`src/rtl/noc_pkg.sv`:
```
// ============================================================================
// Module      : noc_pkg
// Description : Flit format, field positions and parity helper shared by the
//               leaf packet transmitter and its FIFO.
// Revision    : 1.0 - initial release
// ============================================================================
`default_nettype none

package noc_pkg;

    localparam int FLIT_W  = 9;
    localparam int ADDR_W  = 4;
    localparam int DATA_W  = 4;

    localparam int DEST_HI = 8;
    localparam int DEST_LO = 5;
    localparam int PAY_HI  = 4;
    localparam int PAY_LO  = 1;
    localparam int PAR_BIT = 0;

    typedef struct packed {
        logic [ADDR_W-1:0] dest;
        logic [DATA_W-1:0] payload;
        logic              parity;
    } flit_t;

    // Even parity: the XOR over the whole flit, parity bit included, is zero.
    function automatic logic calc_parity(input logic [ADDR_W-1:0] dest,
                                         input logic [DATA_W-1:0] payload);
        return ^{dest, payload};
    endfunction

endpackage

`default_nettype wire

```
`src/rtl/noc_sync_fifo.sv`:
```
// ============================================================================
// Module      : noc_sync_fifo
// Description : Single-clock FIFO with extra-MSB pointers for full/empty.
// Revision    : 1.0 - initial release
// ============================================================================
`default_nettype none

module noc_sync_fifo #(
    parameter int WIDTH = 9,
    parameter int DEPTH = 4
) (
    input  logic             clk,
    input  logic             reset,
    input  logic             wr_en_i,
    input  logic [WIDTH-1:0] wr_data_i,
    input  logic             rd_en_i,
    output logic [WIDTH-1:0] rd_data_o,
    output logic             full_o,
    output logic             empty_o
);

    localparam int PTR_W = $clog2(DEPTH);

    logic [PTR_W:0]   wr_ptr_q;
    logic [PTR_W:0]   rd_ptr_q;
    logic [WIDTH-1:0] mem_q [DEPTH];
    logic             w_wr;
    logic             w_rd;

    assign full_o  = (wr_ptr_q[PTR_W] != rd_ptr_q[PTR_W]) &&
                     (wr_ptr_q[PTR_W-1:0] == rd_ptr_q[PTR_W-1:0]);
    assign empty_o = (wr_ptr_q == rd_ptr_q);

    assign w_wr = wr_en_i & ~full_o;
    assign w_rd = rd_en_i & ~empty_o;

    // Storage is cleared on reset so the output reads zero until the first write.
    always_ff @(posedge clk) begin
        if (reset) begin
            wr_ptr_q <= '0;
            rd_ptr_q <= '0;
            for (int i = 0; i < DEPTH; i++) begin
                mem_q[i] <= '0;
            end
        end else begin
            if (w_wr) begin
                mem_q[wr_ptr_q[PTR_W-1:0]] <= wr_data_i;
                wr_ptr_q                   <= wr_ptr_q + 1'b1;
            end
            if (w_rd) begin
                rd_ptr_q <= rd_ptr_q + 1'b1;
            end
        end
    end

    assign rd_data_o = mem_q[rd_ptr_q[PTR_W-1:0]];

endmodule

`default_nettype wire

```
`src/rtl/noc_packet_tx.sv`:
```
// ============================================================================
// Module      : noc_packet_tx
// Description : Leaf packet transmitter - builds parity-protected flits,
//               drops self-addressed requests, buffers and counts traffic.
//               Optional macro NOC_TX_ERR_INJECT_EN adds inject_err.
// Revision    : 1.0 - initial release
// ============================================================================
`default_nettype none

module noc_packet_tx
    import noc_pkg::*;
#(
    parameter logic [ADDR_W-1:0] ADDRESS = 4'd0,
    parameter int                DEPTH   = 4,
    parameter int                CNT_W   = 16
) (
    input  logic              clk,
    input  logic              reset,
    input  logic              in_valid,
    output logic              in_ready,
    input  logic [ADDR_W-1:0] in_dest,
    input  logic [DATA_W-1:0] in_payload,
`ifdef NOC_TX_ERR_INJECT_EN
    input  logic              inject_err,
`endif
    output logic              out_valid,
    input  logic              out_ready,
    output logic [FLIT_W-1:0] out_flit,
    output logic [CNT_W-1:0]  sent_cnt,
    output logic [CNT_W-1:0]  drop_cnt
);

    flit_t             w_flit;
    logic [FLIT_W-1:0] w_flit_bits;
    logic              w_full;
    logic              w_empty;
    logic              w_accept;
    logic              w_drop;
    logic              w_push;
    logic              w_pop;
    logic [CNT_W-1:0]  sent_cnt_q;
    logic [CNT_W-1:0]  sent_cnt_d;
    logic [CNT_W-1:0]  drop_cnt_q;
    logic [CNT_W-1:0]  drop_cnt_d;

    assign w_flit.dest    = in_dest;
    assign w_flit.payload = in_payload;
    assign w_flit.parity  = calc_parity(in_dest, in_payload);

    always_comb begin
        w_flit_bits = w_flit;
`ifdef NOC_TX_ERR_INJECT_EN
        w_flit_bits[PAR_BIT] = w_flit.parity ^ inject_err;
`endif
    end

    // Held low while reset is asserted so nothing is taken during reset.
    assign in_ready  = ~w_full & ~reset;
    assign out_valid = ~w_empty;

    assign w_accept = in_valid & in_ready;
    assign w_drop   = w_accept & (in_dest == ADDRESS);
    assign w_push   = w_accept & ~w_drop;
    assign w_pop    = out_valid & out_ready;

    noc_sync_fifo #(
        .WIDTH (FLIT_W),
        .DEPTH (DEPTH)
    ) u_fifo (
        .clk       (clk),
        .reset     (reset),
        .wr_en_i   (w_push),
        .wr_data_i (w_flit_bits),
        .rd_en_i   (w_pop),
        .rd_data_o (out_flit),
        .full_o    (w_full),
        .empty_o   (w_empty)
    );

    always_comb begin
        sent_cnt_d = sent_cnt_q;
        drop_cnt_d = drop_cnt_q;
        if (w_pop) begin
            sent_cnt_d = sent_cnt_q + 1'b1;
        end
        if (w_drop) begin
            drop_cnt_d = drop_cnt_q + 1'b1;
        end
    end

    always_ff @(posedge clk) begin
        if (reset) begin
            sent_cnt_q <= '0;
            drop_cnt_q <= '0;
        end else begin
            sent_cnt_q <= sent_cnt_d;
            drop_cnt_q <= drop_cnt_d;
        end
    end

    assign sent_cnt = sent_cnt_q;
    assign drop_cnt = drop_cnt_q;

endmodule

`default_nettype wire

```
`config.mk`:
```
export PLATFORM = sky130hd
export DESIGN_NAME = noc_packet_tx
export DESIGN_NICKNAME = d
export VERILOG_FILES = /design/src/rtl/noc_pkg.sv /design/src/rtl/noc_sync_fifo.sv /design/src/rtl/noc_packet_tx.sv
export SDC_FILE = /design/constraint.sdc
export NUM_CORES = 1
export LEC_CHECK = 0
export CORE_ASPECT_RATIO = 1.5
export CORE_MARGIN = 1.5
export CORE_UTILIZATION = 32
export DETAILED_ROUTE_END_ITERATION = 6
export GPL_ROUTABILITY_DRIVEN = 0
export SETUP_SLACK_MARGIN = 0.15
export SKIP_CTS_REPAIR_TIMING = 1
export SYNTH_ARGS = -nofsm -noshare
export SYNTH_HDL_FRONTEND = slang
export SYNTH_HIERARCHICAL = 1
export SYNTH_SLANG_ARGS = --single-unit
```
`constraint.sdc`:
```
create_clock -name clk -period 2.4 [get_ports clk]
set_input_delay 0.48 -clock clk [delete_from_list [all_inputs] [get_ports clk]]
set_output_delay 0.48 -clock clk [all_outputs]
set_load 0.05 [all_outputs]
```
**Word level (Yosys, flattened, before mapping)**

Memories as Yosys holds them, arrays and structs flattened. A register that Yosys moved wholly into a read port is not among the register bits.
Index checks and enable logic that the tools add are counted.

- Bits in registers: 38
- Memory bits (writable): 36
- Bits of input ports: 12
- Word-level logic and storage cells: 37
- Memories kept: 1

- Add/subtract/negate cells: 4
- Equality and inequality tests: 3
- Mux-type cells: 10
- Bitwise logic cells: 11
- Reductions and logical operators: 4

Memories:

| name | depth | width | rd ports | clocked after memory_dff | wr ports | RTL line | text |
|---|---|---|---|---|---|---|---|
| u_fifo.mem_q | 4 | 9 | 1 | 1 | 4 | noc_sync_fifo.sv:26 | `logic [WIDTH-1:0] mem_q [DEPTH];` |

Operator list:

| cell | count |
|---|---|
| 16-bit by 1-bit adder with 16-bit output (second input constant) | 2 |
| 9-bit two-way mux | 1 |
| 9-bit OR reduction | 1 |
| 8-bit XOR reduction | 1 |
| 1-bit bitwise AND | 7 |
| 3-bit by 1-bit adder with 3-bit output (second input constant) | 2 |
| 1-bit two-way mux | 6 |
| 2-bit two-way mux | 3 |
| 4-bit zero test | 1 |
| 1-bit inverter | 4 |
| 3-bit == test | 1 |
| 2-bit == test | 1 |
| 1-bit logical AND | 1 |
| 1-bit inequality test | 1 |

**Logic depth before layout (Yosys ltp)**

- Word-level depth: 14
- Depth in mapped cells: 12

**Hierarchy**

The synthesis kept the hierarchy.

By module, submodules not included:

| module | instances | cells each | area an instance (um^2) | seq. area each (um^2) |
|---|---|---|---|---|
| noc_sync_fifo | 1 | 169 | 2,117.0 | 1,241.2 |
| noc_packet_tx | 1 | 180 | 1,576.5 | 640.6 |

**Worst setup path before layout**

No wires, ideal clock.

- Kind: reg2reg
- Start: register u_fifo.rd_ptr_q[0]
- End: memory u_fifo.mem_q[0][0], data pin
- Library setup time: 0.142 ns
- Arrival: 2.297 ns
- Data required time: 2.258 ns
- Setup slack: -0.039 ns
- Stages on the path, launching flop included: 13
- Period minus slack after synthesis: 2.439 ns
- Cell sequence: dfxtp_1 -> buf_4 -> xnor2_2 -> nand3_2 -> inv_2 -> or3b_4 -> buf_6 -> a21oi_1 -> buf_2 -> nor2b_1 -> clkbuf_1 -> nand2_1 -> nor2_1

RTL lines:

| what | RTL line | text |
|---|---|---|
| start, declared | noc_sync_fifo.sv:25 | `logic [PTR_W:0] rd_ptr_q;` |
| start signal, assigned | noc_sync_fifo.sv:51 | `rd_ptr_q <= rd_ptr_q + 1'b1;` |
| end, declared | noc_sync_fifo.sv:26 |  |

**Final worst setup path**

- Start: register u_fifo.rd_ptr_q[2]
- End: register drop_cnt_q[12], in the netlist drop_cnt[12]

- Word-level cells in the longest chain between the ends: 6

Ends and longest elaborated chain:

| what | RTL line | text |
|---|---|---|
| 1-bit inequality test | noc_sync_fifo.sv:30 | `assign full_o = (wr_ptr_q[PTR_W] != rd_ptr_q[PTR_W]) &&` |
| 1-bit logical AND | noc_sync_fifo.sv:30 |  |
| via w_full | noc_packet_tx.sv:35 | `logic w_full;` |
| 1-bit inverter | noc_packet_tx.sv:58 | `assign in_ready = ~w_full & ~reset;` |
| 1-bit bitwise AND | noc_packet_tx.sv:58 |  |
| 1-bit bitwise AND | noc_packet_tx.sv:61 | `assign w_accept = in_valid & in_ready;` |
| 1-bit bitwise AND | noc_packet_tx.sv:62 | `assign w_drop = w_accept & (in_dest == ADDRESS);` |
| end signal, assigned | noc_packet_tx.sv:97 | `drop_cnt_q <= drop_cnt_d;` |
| end, declared | noc_packet_tx.sv:43 | `logic [CNT_W-1:0] drop_cnt_q;` |

The timed path passes the listed nets, and every way through them passes these cells.
A chain may end at the register's enable or synchronous reset.

==> reports/qor.yml <==
tns_ns: 0
pre_cts_ws_ns: -0.0855
powerDensity_nw_per_um2: 786
maxCapViolCount: 0
drive_above_1_share_pct: 20.6
cp_max_fo: 5
fin_nets: 445
synth-seq-area-share_pct: 50.9
route.met2.wl_um: 4230
yosys_warnings: 6
p_sw_share_pct: 29.2
status: "complete, no violations"
power.total_uw: 3860
clk_latency_ns: 0.34
p_int_uw: 2730
core_area_um2: 11100
track_usage_pct: 14.3
portBuffers: 54
antenna_left: 0
synth_cell_types: 50
wl_met1_um: 3550
grt_max_degree: 53
synth_edf_count: 36
ys_ff_latch: 76
cts_tree: "yes"
top_layer_used: "met4"
slew_headroom_pct: 63.8
gr-total-overflow: 0
placed_area_um2: 4560
fin_crit_sh_pct: 90.8
diodes: 0
drtIter0Drc: 89
start_util_pct: 33.2
synthCells: 349
worst_slack_ns: 0.220
power.share.clock_pct: 37.2
worst_pin_slew_ns: 0.543
hold_violations: 0
die-area_um2: 12200
antenna_found_initial: 0
skew_ns: 0.00776
die_w_um: 90.7
routedWlPerCell_um: 14.6
wl_met3_um: 446
first_pass_iters: 4
cts_sinks: 76
worstPathArrival_ns: 2.44
slowest_delay_ns: 0.54
routed_wl_um: 8440
rsz0062_at_grt: "true"
cp-start-kind: "flop"
clkTransAtPathRegs_ns: 0.06
clock_path_buffers: 2
synth_area_um2: 3690
holdWs_ns: 0.492
ys.flop_type: "dfxtp_1"
ios: 55
synth_area_per_cell_um2: 10.6
report.final.slew_viol_count: 0
critPathSlowestCell: "or4_4"
layout_min_cycle_time_ns: 2.18
cts_max_level: 3
critPathKind: "reg -> reg"
cts_buffers: 9
critical-path-top-delay-family: "simple AND/OR/NAND/NOR gates"
vias: 2888
ir_drop_uv: 390
dp_hpwl_um: 5810
clockRootBuffer: "clkbuf_16"
ys_async_sr_fraction_pct: 0
grt_pass1_wl_um: 13600
cp.required_ns: 2.66
area_growth_pct: 32.8
min_path_type: "reg -> reg"
p_seq_share_pct: 37.8
drcViolationCount: 0
path_buf_inv: 1
leakagePower_uw: 0.00180
crit_chain: "xor2_2, nand3_2, inv_2, or3b_4, or4_4, or3_1, a21oi_1"
comb_power_share_pct: 25.0
die_height_um: 135
setup_viol: 0
grt_pass1_vias: 2825
critPathCaptureType: "flop"
p_sw_uw: 1120
via_per_inst: 4.99
syn-num-nets: 367
num_rows: 47
max_freq_mhz: 459
final_cell_area_um2: 4900
metrics by stage:
step                std cells  util [%]
floorplan                 349         -
finish                    579      44.1
global route              579      44.1
CTS                       577      43.9
detailed placement        561      41.0
global placement          561      41.0
cell families (layout without fill, tap and decap cells):
group	Yosys count	after routing	synth area share (%)
adders and majority gates	6	6	2.03
AOI/OAI and AO/OA	37	37	6.71
buffers and inverters	28	111	3.83
muxes	14	14	6.98
and+or+nand+nor	157	157	21.7
xor gates and xnor gates	31	31	7.76
DFF	76	76	50.9
placed cells by master, fill, tap and decap left out, types with 12 or more instances in the layout:
cell / instances
buf_4: 37
clkdlybuf4s50_1: 42
dfxtp_1: 38
edfxtp_1: 36
nand2_1: 25
nand3_1: 13
nand4_1: 13
nor2_1: 64
xnor2_1: 12
xor2_1: 15
Yosys cell counts, types with 2 or more instances:
master / instances / share of area, %
ha_1: 6 / 2.0
o211ai_1: 2 / 0.41
inv_1: 11 / 1.1
dfxtp_1: 40 / 22
edfxtp_1: 36 / 29
nor3_1: 3 / 0.41
clkbuf_1: 7 / 0.71
nor3b_1: 5 / 1.0
buf_2: 2 / 0.27
nand4_1: 13 / 2.2
or3_1: 4 / 0.68
and4_1: 4 / 0.95
a211o_1: 2 / 0.47
a21oi_1: 10 / 1.4
a31oi_1: 3 / 0.51
and4b_1: 3 / 0.81
a41o_1: 2 / 0.54
nor2b_1: 9 / 1.5
mux4_2: 9 / 5.5
nand2_1: 25 / 2.5
nor4_1: 2 / 0.34
a31o_2: 3 / 0.71
xor2_1: 16 / 3.8
mux2_2: 4 / 1.2
nand3_1: 13 / 1.8
buf_6: 4 / 1.2
o21ai_0: 10 / 1.4
nor2_1: 64 / 6.5
buf_1: 2 / 0.20
and3_1: 2 / 0.34
o31ai_2: 2 / 0.68
xnor2_1: 13 / 3.1
final timing paths:
check / depth (start not counted) / endpoint / slack [ns] / from
setup reg to reg: 7 / drop_cnt[12] / 0.22 / u_fifo/rd_ptr_q[2]
setup / recovery: 7 / drop_cnt[12] / 0.22 / u_fifo/rd_ptr_q[2]
hold / removal: 2 / sent_cnt[15] / 0.49 / sent_cnt[15]
hold reg to reg: 2 / sent_cnt[15] / 0.49 / sent_cnt[15]
worst min-delay path: stages (launching register included):
cell	delay, ns
dfxtp_1	0.32
o21ai_0	0.07
a21oi_1	0.06
power groups by stage:
stage	clock (uW)	sequential, uW	combinational, uW
after global placement	0	1480	963
after global routing	1530	1460	1030
after detailed placement	0	1480	969
final	1430	1460	966
after CTS	1470	1460	970
after floorplan	0	1500	640
routing by layer:
| layer | GRT usage (%) | vias to the layer above |
|---|---|---|
| li1 | - | 1402 |
| met1 | 16.4 | 1386 |
| met2 | 24.6 | 77 |
| met3 | 4.39 | 23 |
| met4 | 5.91 | 0 |
| met5 | 0 | - |
final cells by class:
class	instances	area, um^2
inverters	12	45.0
flip-flops and latches	76	1880
well taps	147	184
clock inverters	6	87.6
clock buffers	10	229
fillers	1079	6210
repair buffers	83	763
multi-input cells	245	1710
sequential cells by signal, indices dropped and copies added (netlist names), named ones only:
| name | flops |
|---|---|
| u_fifo/rd_ptr_q | 3 |
| u_fifo/wr_ptr_q | 3 |
| u_fifo/mem_q | 36 |
| drop_cnt | 16 |
| sent_cnt | 16 |
Note: power is estimated with default switching activity, not from simulation.
